$ cat src/rtl/lsu_mem.sv
// Load/store unit between the execute stage and a variable-latency data memory.
// Accepts one access at a time, drives a held memory request, and returns an extended, registered response.
module lsu_mem #(
    parameter int WIDTH = 32
) (
    input  logic             clk,
    input  logic             reset,
    input  logic             req_valid,
    output logic             req_ready,
    input  logic             req_we,
    input  logic [2:0]       req_funct3,
    input  logic [WIDTH-1:0] req_addr,
    input  logic [WIDTH-1:0] req_wdata,
    input  logic [4:0]       req_rd,
    output logic             mem_req,
    output logic             mem_we,
    output logic [WIDTH-1:0] mem_addr,
    output logic [3:0]       mem_wmask,
    output logic [WIDTH-1:0] mem_wdata,
    input  logic             mem_ack,
    input  logic [WIDTH-1:0] mem_rdata,
    output logic             resp_valid,
    output logic             resp_we,
    output logic [4:0]       resp_rd,
    output logic [WIDTH-1:0] resp_data,
    output logic             resp_err
);

    typedef enum logic [1:0] {
        IDLE = 2'd0,
        MEM  = 2'd1,
        RESP = 2'd2
    } state_t;

    state_t state_reg, state_next;

    logic             accept;
    logic             illegal;
    logic [1:0]       size;
    logic [3:0]       mask_next;
    logic [WIDTH-1:0] wdata_next;
    logic [WIDTH-1:0] load_data;
    logic [7:0]       byte_sel;
    logic [15:0]      half_sel;

    logic             we_reg;
    logic [2:0]       funct3_reg;
    logic [1:0]       addr_lo_reg;
    logic [4:0]       rd_reg;
    logic [WIDTH-1:0] mem_addr_reg;
    logic [3:0]       mem_wmask_reg;
    logic [WIDTH-1:0] mem_wdata_reg;
    logic [WIDTH-1:0] resp_data_reg;
    logic             resp_err_reg;

    assign accept = req_valid && (state_reg == IDLE);
    assign size   = req_funct3[1:0];

    // Reserved size codes and misaligned halfword/word addresses never reach memory.
    always_comb begin
        illegal = 1'b0;
        unique case (req_funct3)
            3'b011, 3'b110, 3'b111: illegal = 1'b1;
            3'b001, 3'b101:         illegal = req_addr[0];
            3'b010:                 illegal = (req_addr[1:0] != 2'b00);
            default:                illegal = 1'b0;
        endcase
    end

    // Per-lane store data replication and byte enables.
    genvar gi;
    generate
        for (gi = 0; gi < 4; gi++) begin : g_lane
            localparam logic [1:0] LANE = 2'(gi);

            assign wdata_next[8*gi +: 8] =
                (size == 2'b00) ? req_wdata[7:0] :
                (size == 2'b01) ? req_wdata[8*(gi%2) +: 8] :
                                  req_wdata[8*gi +: 8];

            assign mask_next[gi] = req_we && (
                (size == 2'b10) ||
                ((size == 2'b01) && (req_addr[1] == LANE[1])) ||
                ((size == 2'b00) && (req_addr[1:0] == LANE)));
        end
    endgenerate

    // Little-endian lane selection from the latched low address bits.
    always_comb begin
        byte_sel  = mem_rdata[{addr_lo_reg, 3'b000} +: 8];
        half_sel  = addr_lo_reg[1] ? mem_rdata[31:16] : mem_rdata[15:0];
        load_data = mem_rdata;
        unique case (funct3_reg)
            3'b000:  load_data = {{24{byte_sel[7]}}, byte_sel};
            3'b001:  load_data = {{16{half_sel[15]}}, half_sel};
            3'b100:  load_data = {24'd0, byte_sel};
            3'b101:  load_data = {16'd0, half_sel};
            default: load_data = mem_rdata;
        endcase
    end

    always_comb begin
        state_next = state_reg;
        unique case (state_reg)
            IDLE: begin
                if (accept) begin
                    state_next = illegal ? RESP : MEM;
                end
            end
            MEM: begin
                if (mem_ack) begin
                    state_next = RESP;
                end
            end
            RESP:    state_next = IDLE;
            default: state_next = IDLE;
        endcase
    end

    always_ff @(posedge clk or posedge reset) begin
        if (reset) begin
            state_reg <= IDLE;
        end else begin
            state_reg <= state_next;
        end
    end

    always_ff @(posedge clk or posedge reset) begin
        if (reset) begin
            we_reg        <= 1'b0;
            funct3_reg    <= 3'b000;
            addr_lo_reg   <= 2'b00;
            rd_reg        <= 5'd0;
            mem_addr_reg  <= '0;
            mem_wmask_reg <= 4'b0000;
            mem_wdata_reg <= '0;
            resp_data_reg <= '0;
            resp_err_reg  <= 1'b0;
        end else begin
            if (accept) begin
                we_reg        <= req_we;
                funct3_reg    <= req_funct3;
                addr_lo_reg   <= req_addr[1:0];
                rd_reg        <= req_rd;
                mem_addr_reg  <= {req_addr[WIDTH-1:2], 2'b00};
                mem_wmask_reg <= mask_next;
                mem_wdata_reg <= wdata_next;
                resp_err_reg  <= illegal;
                resp_data_reg <= '0;
            end
            if ((state_reg == MEM) && mem_ack) begin
                resp_data_reg <= we_reg ? '0 : load_data;
            end
        end
    end

    // Status outputs decode the state register directly so reset clears them without a clock.
    assign req_ready  = (state_reg == IDLE);
    assign mem_req    = (state_reg == MEM);
    assign mem_we     = mem_req && we_reg;
    assign mem_addr   = mem_addr_reg;
    assign mem_wmask  = mem_wmask_reg;
    assign mem_wdata  = mem_wdata_reg;

    assign resp_valid = (state_reg == RESP);
    assign resp_we    = resp_valid && we_reg;
    assign resp_rd    = resp_valid ? rd_reg : 5'd0;
    assign resp_data  = resp_valid ? resp_data_reg : '0;
    assign resp_err   = resp_valid && resp_err_reg;

endmodule
$ cat config.mk
export PLATFORM = sky130hd
export DESIGN_NAME = lsu_mem
export DESIGN_NICKNAME = d
export VERILOG_FILES = /design/src/rtl/lsu_mem.sv
export SDC_FILE = /design/constraint.sdc
export NUM_CORES = 1
export LEC_CHECK = 0
export CAP_MARGIN = 40
export CORE_MARGIN = 3
export CORE_UTILIZATION = 47
export DETAILED_ROUTE_END_ITERATION = 10
export GPL_TIMING_DRIVEN = 1
export HOLD_SLACK_MARGIN = 0.12
export PLACE_DENSITY = 0.91
export SLEW_MARGIN = 30
export SYNTH_ARGS = -nofsm -noshare
export SYNTH_HDL_FRONTEND = slang
export SYNTH_SLANG_ARGS = --single-unit
$ cat constraint.sdc
create_clock -name clk -period 6.65 [get_ports clk]
set_input_delay 1.33 -clock clk [delete_from_list [all_inputs] [get_ports clk]]
set_output_delay 1.33 -clock clk [all_outputs]
set_load 0.005 [all_outputs]
==> results of run 1 <==
[routing by layer]
metal / vias up / part of all wire (%) / global-route usage [%]
met3: 44 / 9.8 / 9.973
met5: - / 0 / 0
li1: 2285 / - / -
met4: 0 / 3.3 / 11.70
met1: 2368 / 38 / 31.53
met2: 229 / 49 / 44.62
[worst register-to-register path, cell delays in order, from the launching register on]
cell	delay (ns)
sky130_fd_sc_hd__dfrtp_1	0.70
sky130_fd_sc_hd__mux4_2	0.63
sky130_fd_sc_hd__a21oi_4	0.26
sky130_fd_sc_hd__a221oi_1	0.14
sky130_fd_sc_hd__a21o_1	0.19
[cells by family after synthesis]
group,share of synthesized area [%]
muxes,7.094
AOI/OAI and AO/OA,12.99
buffers and inverters,4.973
and+or+nand+nor,22.08
other,0.07064
DFF,52.79
[area by class of cell]
type	instances	area, um2
Fill cell	756	3063
Sequential cell	112	2803
Timing Repair Buffer	223	2270
Multi-Input combinational cell	407	2262
Clock buffer	10	239.0
Tap cell	140	175.2
Clock inverter	6	68.82
Inverter	14	55.05
[power by group through the flow]
stage	sequential (W)	combinational, W	clock, W
2_1_floorplan	0.000979	0.000368	0
3_3_place_gp	0.00100	0.000784	0
3_5_place_dp	0.00102	0.000828	0
4_1_cts	0.00101	0.000836	0.000566
5_1_grt	0.00103	0.000911	0.000595
6_report	0.00101	0.000832	0.000559
[stage by stage]
step	hold slack, ns	total power [W]	util (%)
finish	0.4772	0.002398	71.99
detailed placement	0.4639	0.001844	68.99
floorplan	0.4374	0.001347	-
global route	0.4992	0.002536	71.99
CTS	0.4812	0.002409	71.81
global placement	0.4548	0.001785	68.38
[synthesized netlist by cell type, types with 2 or more instances]
master and number:
sky130_fd_sc_hd__a221o_1 17, sky130_fd_sc_hd__buf_2 6, sky130_fd_sc_hd__a21o_1 8, sky130_fd_sc_hd__nor2_1 21
sky130_fd_sc_hd__clkbuf_1 26, sky130_fd_sc_hd__dfrtp_1 112, sky130_fd_sc_hd__mux2_2 7, sky130_fd_sc_hd__o21ai_0 32
sky130_fd_sc_hd__nand2_1 192, sky130_fd_sc_hd__and2_1 41, sky130_fd_sc_hd__buf_6 4, sky130_fd_sc_hd__nand2b_1 4
sky130_fd_sc_hd__mux2i_1 26, sky130_fd_sc_hd__o31ai_1 9, sky130_fd_sc_hd__buf_4 4, sky130_fd_sc_hd__nor2_2 2
sky130_fd_sc_hd__a221oi_1 7, sky130_fd_sc_hd__inv_1 14, sky130_fd_sc_hd__o22ai_1 9, sky130_fd_sc_hd__nor2b_1 2
sky130_fd_sc_hd__a21oi_1 12
[worst paths after layout]
| path | to | slack, ns | cells after the start |
|---|---|---|---|
| max | resp_data[2] | 3.13 | 3 |
| min | mem_addr[5] | 0.48 | 2 |
| max reg2reg | resp_data_reg[12] | 4.62 | 4 |
| min reg2reg | mem_addr[5] | 0.48 | 2 |
| max in group asynchronous | mem_wdata[7] | 4.18 | 4 |
| min in group asynchronous | resp_data_reg[26] | 1.43 | 2 |
==> impl_metrics.yaml, run 1 <==
worst_setup_path:
  cpLargestDelayFamily: "simple AND/OR/NAND/NOR gates"
  cp_num_buf_inv: 1
  critPathLaunch: "state_reg[0]"
  critical_path.endpoint_type: "output pin"
  timing.critical_path.cells: "nor2b_4 -> and2_1 -> clkdlybuf4s50_1"
  max_stage_delay_ns: 0.60
  worstSetupPathType: "register to output pin"
  cp_max_fo: 40
  crit-reg2reg-launch: "addr_lo_reg[1]"
  worstSetupStartpointType: "register"
  timing.critical_path.arrival_ns: 2.19
  cp.required_ns: 5.32
  crit_path_top_delay_cell: "sky130_fd_sc_hd__nor2b_4"
place:
  dpl.hpwl_um: 12550
  worst_slack_at_placement_ns: 3.364
  dp_cells: 895
  buffer_ports.inserted: 217
  area_after_dpl_um2: 7545
  globalplace.congestion: 0.8946
cts:
  cts-htree-levels: 3
  ctsRootBufferMaster: "sky130_fd_sc_hd__clkbuf_16"
  clkLatencyLatePin_ns: 0.35
  tritoncts: "done"
  post_cts.repair.setup_buffers: 0
  postCtsResizedCells: 0
  tritoncts_num_sinks: 112
  cts_buffers: 9
  clkSlewWorstSetupHoldPaths_ns: 0.08
  cts-hold-fix-buffers: 0
  max-clock-path-buffers: 2
power_and_ir_drop:
  internal-power_w: 0.001627
  switchingPower_w: 0.0007718
  clock_power_share_pct: 23.3
  switching_share_pct: 32.18
  power_per_cell_area_nw_per_um2: 304.6
  comb_power_share_pct: 34.7
  cellLeakagePower_nw: 3.645
  ir_drop_uv: 170.7
  pwr-share-seq_pct: 42.0
timing:
  setup_total_negative_slack_ns: 0
  clock-skew-final_ns: 0.008709
  report.final.hold_viol_count: 0
  timing.final.crit_period_ns: 3.522
  maxSlewHeadroom_pct: 49.74
  worst_slack_ns: 3.128
  final.period_utilization_pct: 52.96
  worst-slew-pin-transition_ns: 0.7515
  setup_repair_after_global_routing_missed_its_margin: "false"
  finalSetupViolCount: 0
  finalMaxSlewViolations: 0
  fmax_mhz: 283.9
detailed_routing:
  wirelength_um: 16980
  drt_first_pass_iters: 7
  via_per_instance_ratio: 5.401
  detail_route.drc_violations: 0
  wl_per_cell_um: 18.62
  detailedRoute.firstIterationViolations: 338
  antenna_violating_nets_post_route: 0
  via_count: 4926
yosys:
  synthDominantAreaCellType: "sky130_fd_sc_hd__dfrtp_1"
  post_synth_inst_count: 574
  post_synth_num_cell_types: 40
  ys.warnings.count: 0
  mean_cell_area_of_the_mapped_netlist_um2: 9.249
  ys_seq_elements: 112
  synth_area_leaders: "sky130_fd_sc_hd__dfrtp_1 53%, sky130_fd_sc_hd__nand2_1 14%, sky130_fd_sc_hd__mux2i_1 4.9%"
  synth.yosys.seq_area_share_pct: 52.79
  synth-async-reset-ratio_pct: 100.0
  ys.flop_type: "sky130_fd_sc_hd__dfrtp_1"
  mappedNetlistArea_um2: 5309
  yosysTopAreaCellShare_pct: 52.79
  synth-edff-count: 0
final_layout:
  most-common-layout-cells: "217 x sky130_fd_sc_hd__clkdlybuf4s50_1, 191 x sky130_fd_sc_hd__nand2_1, 112 x sky130_fd_sc_hd__dfrtp_1"
  num_antenna_cells: 0
  layout.cells.most_common: "sky130_fd_sc_hd__clkdlybuf4s50_1"
  fin_area_um2: 7873
  syn2layout_area_growth_pct: 48.29
  layout-drive-gt1-share_pct: 5.311
  final_cells: 912
  finish.net_count: 876
global_route:
  grt_first_pass_wirelength_um: 26950
  first_global_vias: 5162
  grt_overflow_total: 0
  number_of_antenna_violations_at_the_first_check_in_global_routing: 0
  grt_max_degree: 63
  globalRouteTotalUtil_pct: 26.95
die:
  fp.dieH_um: 112.3
  initial_core_util_pct: 48.55
  top_level_ports: 220
  fp.dieArea_um2: 12610
  fp.coreArea_um2: 10940
  rows: 38
  die_w_um: 112.3
min_path:
  holdCritStartpoint: "mem_addr[5]"
  hp-class: "register to register"
status:
  outcome: "finished, final reports clean"
job:
  timing.max_cap.violations: 0
Note: power is estimated with default switching activity, not from simulation.
==> run 2, diff against run 1 <==
--- a/config.mk
+++ b/config.mk
@@ -7,11 +7,11 @@
 export LEC_CHECK = 0
 export CAP_MARGIN = 40
 export CORE_MARGIN = 3
-export CORE_UTILIZATION = 47
+export CORE_UTILIZATION = 39
 export DETAILED_ROUTE_END_ITERATION = 10
 export GPL_TIMING_DRIVEN = 1
 export HOLD_SLACK_MARGIN = 0.12
-export PLACE_DENSITY = 0.91
+export PLACE_DENSITY = 0.81
 export SLEW_MARGIN = 30
 export SYNTH_ARGS = -nofsm -noshare
 export SYNTH_HDL_FRONTEND = slang
==> constraint.sdc (replaced) <==
create_clock -name clk -period 3.1 [get_ports clk]
set_input_delay 0.62 -clock clk [delete_from_list [all_inputs] [get_ports clk]]
set_output_delay 0.62 -clock clk [all_outputs]
set_load 0.005 [all_outputs]
==> run 2 against run 1 <==
  * Combinational power rose by 110%
  * Sequential cell count did not move
  * Wire length fell by 2.8%
  * Global-route usage down 4.5 points
  * Largest cell class unchanged
  * Utilization shrank 11 points
  * Die area increased by 19%
  * Cell count grew 3.5%
  * First-iteration DRC count increased by 3.6%
==> impl_metrics.yaml, run 2 (synthesis gave the netlist of run 1 again) <==
final_layout:
  num_antenna_cells: 0
  final_core_utilization_pct: 60.84
  layout.cells.most_common: "sky130_fd_sc_hd__clkdlybuf4s50_1"
  finish.net_count: 877
  fill_cell_instance_count_of_the_final_layout: 1052
  most-common-layout-cells: "217 x sky130_fd_sc_hd__clkdlybuf4s50_1, 191 x sky130_fd_sc_hd__nand2_1, 112 x sky130_fd_sc_hd__dfrtp_1"
  final_cells: 944
  syn2layout_area_growth_pct: 48.74
  layout-drive-gt1-share_pct: 5.181
timing:
  timing.final.crit_period_ns: 2.826
  fmax_mhz: 353.9
  maxSlewHeadroom_pct: 54.21
  clock-skew-final_ns: 0.007990
  worst-slew-pin-transition_ns: 0.6847
  setup_repair_after_global_routing_missed_its_margin: "false"
  finalSetupViolCount: 0
  worst_slack_ns: 0.2743
  report.final.hold_viol_count: 0
  finalMaxSlewViolations: 0
  final.period_utilization_pct: 91.15
  setup_total_negative_slack_ns: 0
worst_setup_path:
  crit_path_top_delay_cell: "sky130_fd_sc_hd__clkdlybuf4s50_1"
  ff2ff_path_depth: 4
  timing.critical_path.cells: "nor2b_2 -> buf_4 -> and2_1 -> clkdlybuf4s50_1"
  critical_path.endpoint_type: "output pin"
  crit-reg2reg-capture: "resp_data_reg[14]"
  worstSetupStartpointType: "register"
  cp_max_fo: 33
  max_stage_delay_ns: 0.51
  worst-r2r-setup-slack_ns: 1.13
  crit-reg2reg-launch: "addr_lo_reg[1]"
  worstSetupPathType: "register to output pin"
  timing.critical_path.arrival_ns: 2.21
  cp.required_ns: 2.48
  critPathLaunch: "state_reg[0]"
detailed_routing:
  via_per_instance_ratio: 5.151
  drt_first_pass_iters: 5
  wl_per_cell_um: 17.49
  detail_route.drc_violations: 0
  antenna_violating_nets_post_route: 0
  via_count: 4863
  wirelength_um: 16510
  detailedRoute.firstIterationViolations: 350
power_and_ir_drop:
  power_per_cell_area_nw_per_um2: 646.6
  switching_share_pct: 31.71
  ir_drop_uv: 382.0
  comb_power_share_pct: 34.6
  overall_power_of_the_completed_layout_w: 0.005105
  clock_power_share_pct: 23.3
  internal-power_w: 0.003486
  switchingPower_w: 0.001619
  pwr-share-seq_pct: 42.1
  cellLeakagePower_nw: 3.650
die:
  fp.coreArea_um2: 12980
  die_w_um: 122.7
  initial_core_util_pct: 40.90
  top_level_ports: 220
  rows: 41
  fp.dieH_um: 122.7
  fp.dieArea_um2: 15050
global_route:
  grt_overflow_total: 0
  first_global_vias: 4908
  grt_first_pass_wirelength_um: 26070
  globalRouteTotalUtil_pct: 22.47
  number_of_antenna_violations_at_the_first_check_in_global_routing: 0
  grt_max_degree: 113
place:
  dp_cells: 929
  buffer_ports.inserted: 217
  globalplace.congestion: 0.8480
  dpl.hpwl_um: 12320
  worst_slack_at_placement_ns: 0.6040
cts:
  post_cts.repair.setup_buffers: 0
  tritoncts: "done"
  cts-htree-levels: 3
  cts-hold-fix-buffers: 0
  ctsRootBufferMaster: "sky130_fd_sc_hd__clkbuf_16"
  clkSlewWorstSetupHoldPaths_ns: 0.07
  cts_buffers: 9
  max-clock-path-buffers: 2
  tritoncts_num_sinks: 112
  clkLatencyLatePin_ns: 0.35
  postCtsResizedCells: 0
status:
  outcome: "finished, final reports clean"
job:
  timing.max_cap.violations: 0
min_path:
  hp-class: "register to register"
  min_delay_worst_endpoint: "rd_reg[3]"
  worst_hold_path_depth: 2
  holdCritStartpoint: "rd_reg[3]"
-- run 2: changes by cell type in the layout (fill, tap and decap cells not counted), sizes merged --
cell	before	now
inv	14	15
buf	6	7
clkbuf	10	11
clkinvlp	4	1
-- run 2: power groups by stage --
stage	registers [W]	clock network, W	logic [W]
floorplan	0.00210	0	0.000790
global placement	0.00215	0	0.00171
detailed placement	0.00217	0	0.00178
CTS	0.00215	0.00122	0.00179
global route	0.00220	0.00129	0.00194
finish	0.00215	0.00119	0.00177
-- run 2: cell type report --
class / count / area, um2 / share of cell area (%)
Timing Repair Buffer: 224 / 2270 / 28.74
Clock inverter: 4 / 52.55 / 0.6655
Tap cell: 172 / 215.2 / 2.725
Multi-Input combinational cell: 407 / 2257 / 28.58
Sequential cell: 112 / 2803 / 35.49
Inverter: 14 / 56.30 / 0.7130
Clock buffer: 11 / 242.7 / 3.074
-- run 2: metrics by stage --
| stage | area [um2] | hold slack (ns) |
|---|---|---|
| global placement | 7566 | 0.4497 |
| global route | 7896 | 0.4997 |
| detailed placement | 7601 | 0.4587 |
| finish | 7896 | 0.4739 |
| floorplan | 5316 | 0.4374 |
| CTS | 7896 | 0.4775 |
-- run 2: how the worst max path moves through the flow --
stage	depth (start not counted)	endpoint
finish	4	resp_data[15]
global route	4	resp_data[31]
CTS	4	resp_data[15]
detailed placement	4	resp_data[15]
global placement	4	resp_data[15]
floorplan	1	addr_lo_reg[0]
-- run 2: per-layer routing --
metal / global-route usage, % / up-vias / wire length [um]
li1: - / 2283 / -
met1: 26.66 / 2309 / 6377
met2: 35.16 / 230 / 7682
met3: 10.55 / 41 / 1892
met4: 9.307 / 0 / 560
met5: 0 / - / 0
-- run 2: critical path: cells and delay by family (launching register included) --
kind | cells | cell delay, ns
and+or+nand+nor | 2 | 0.55
DFF | 1 | 0.45
buffers and inverters | 2 | 0.85
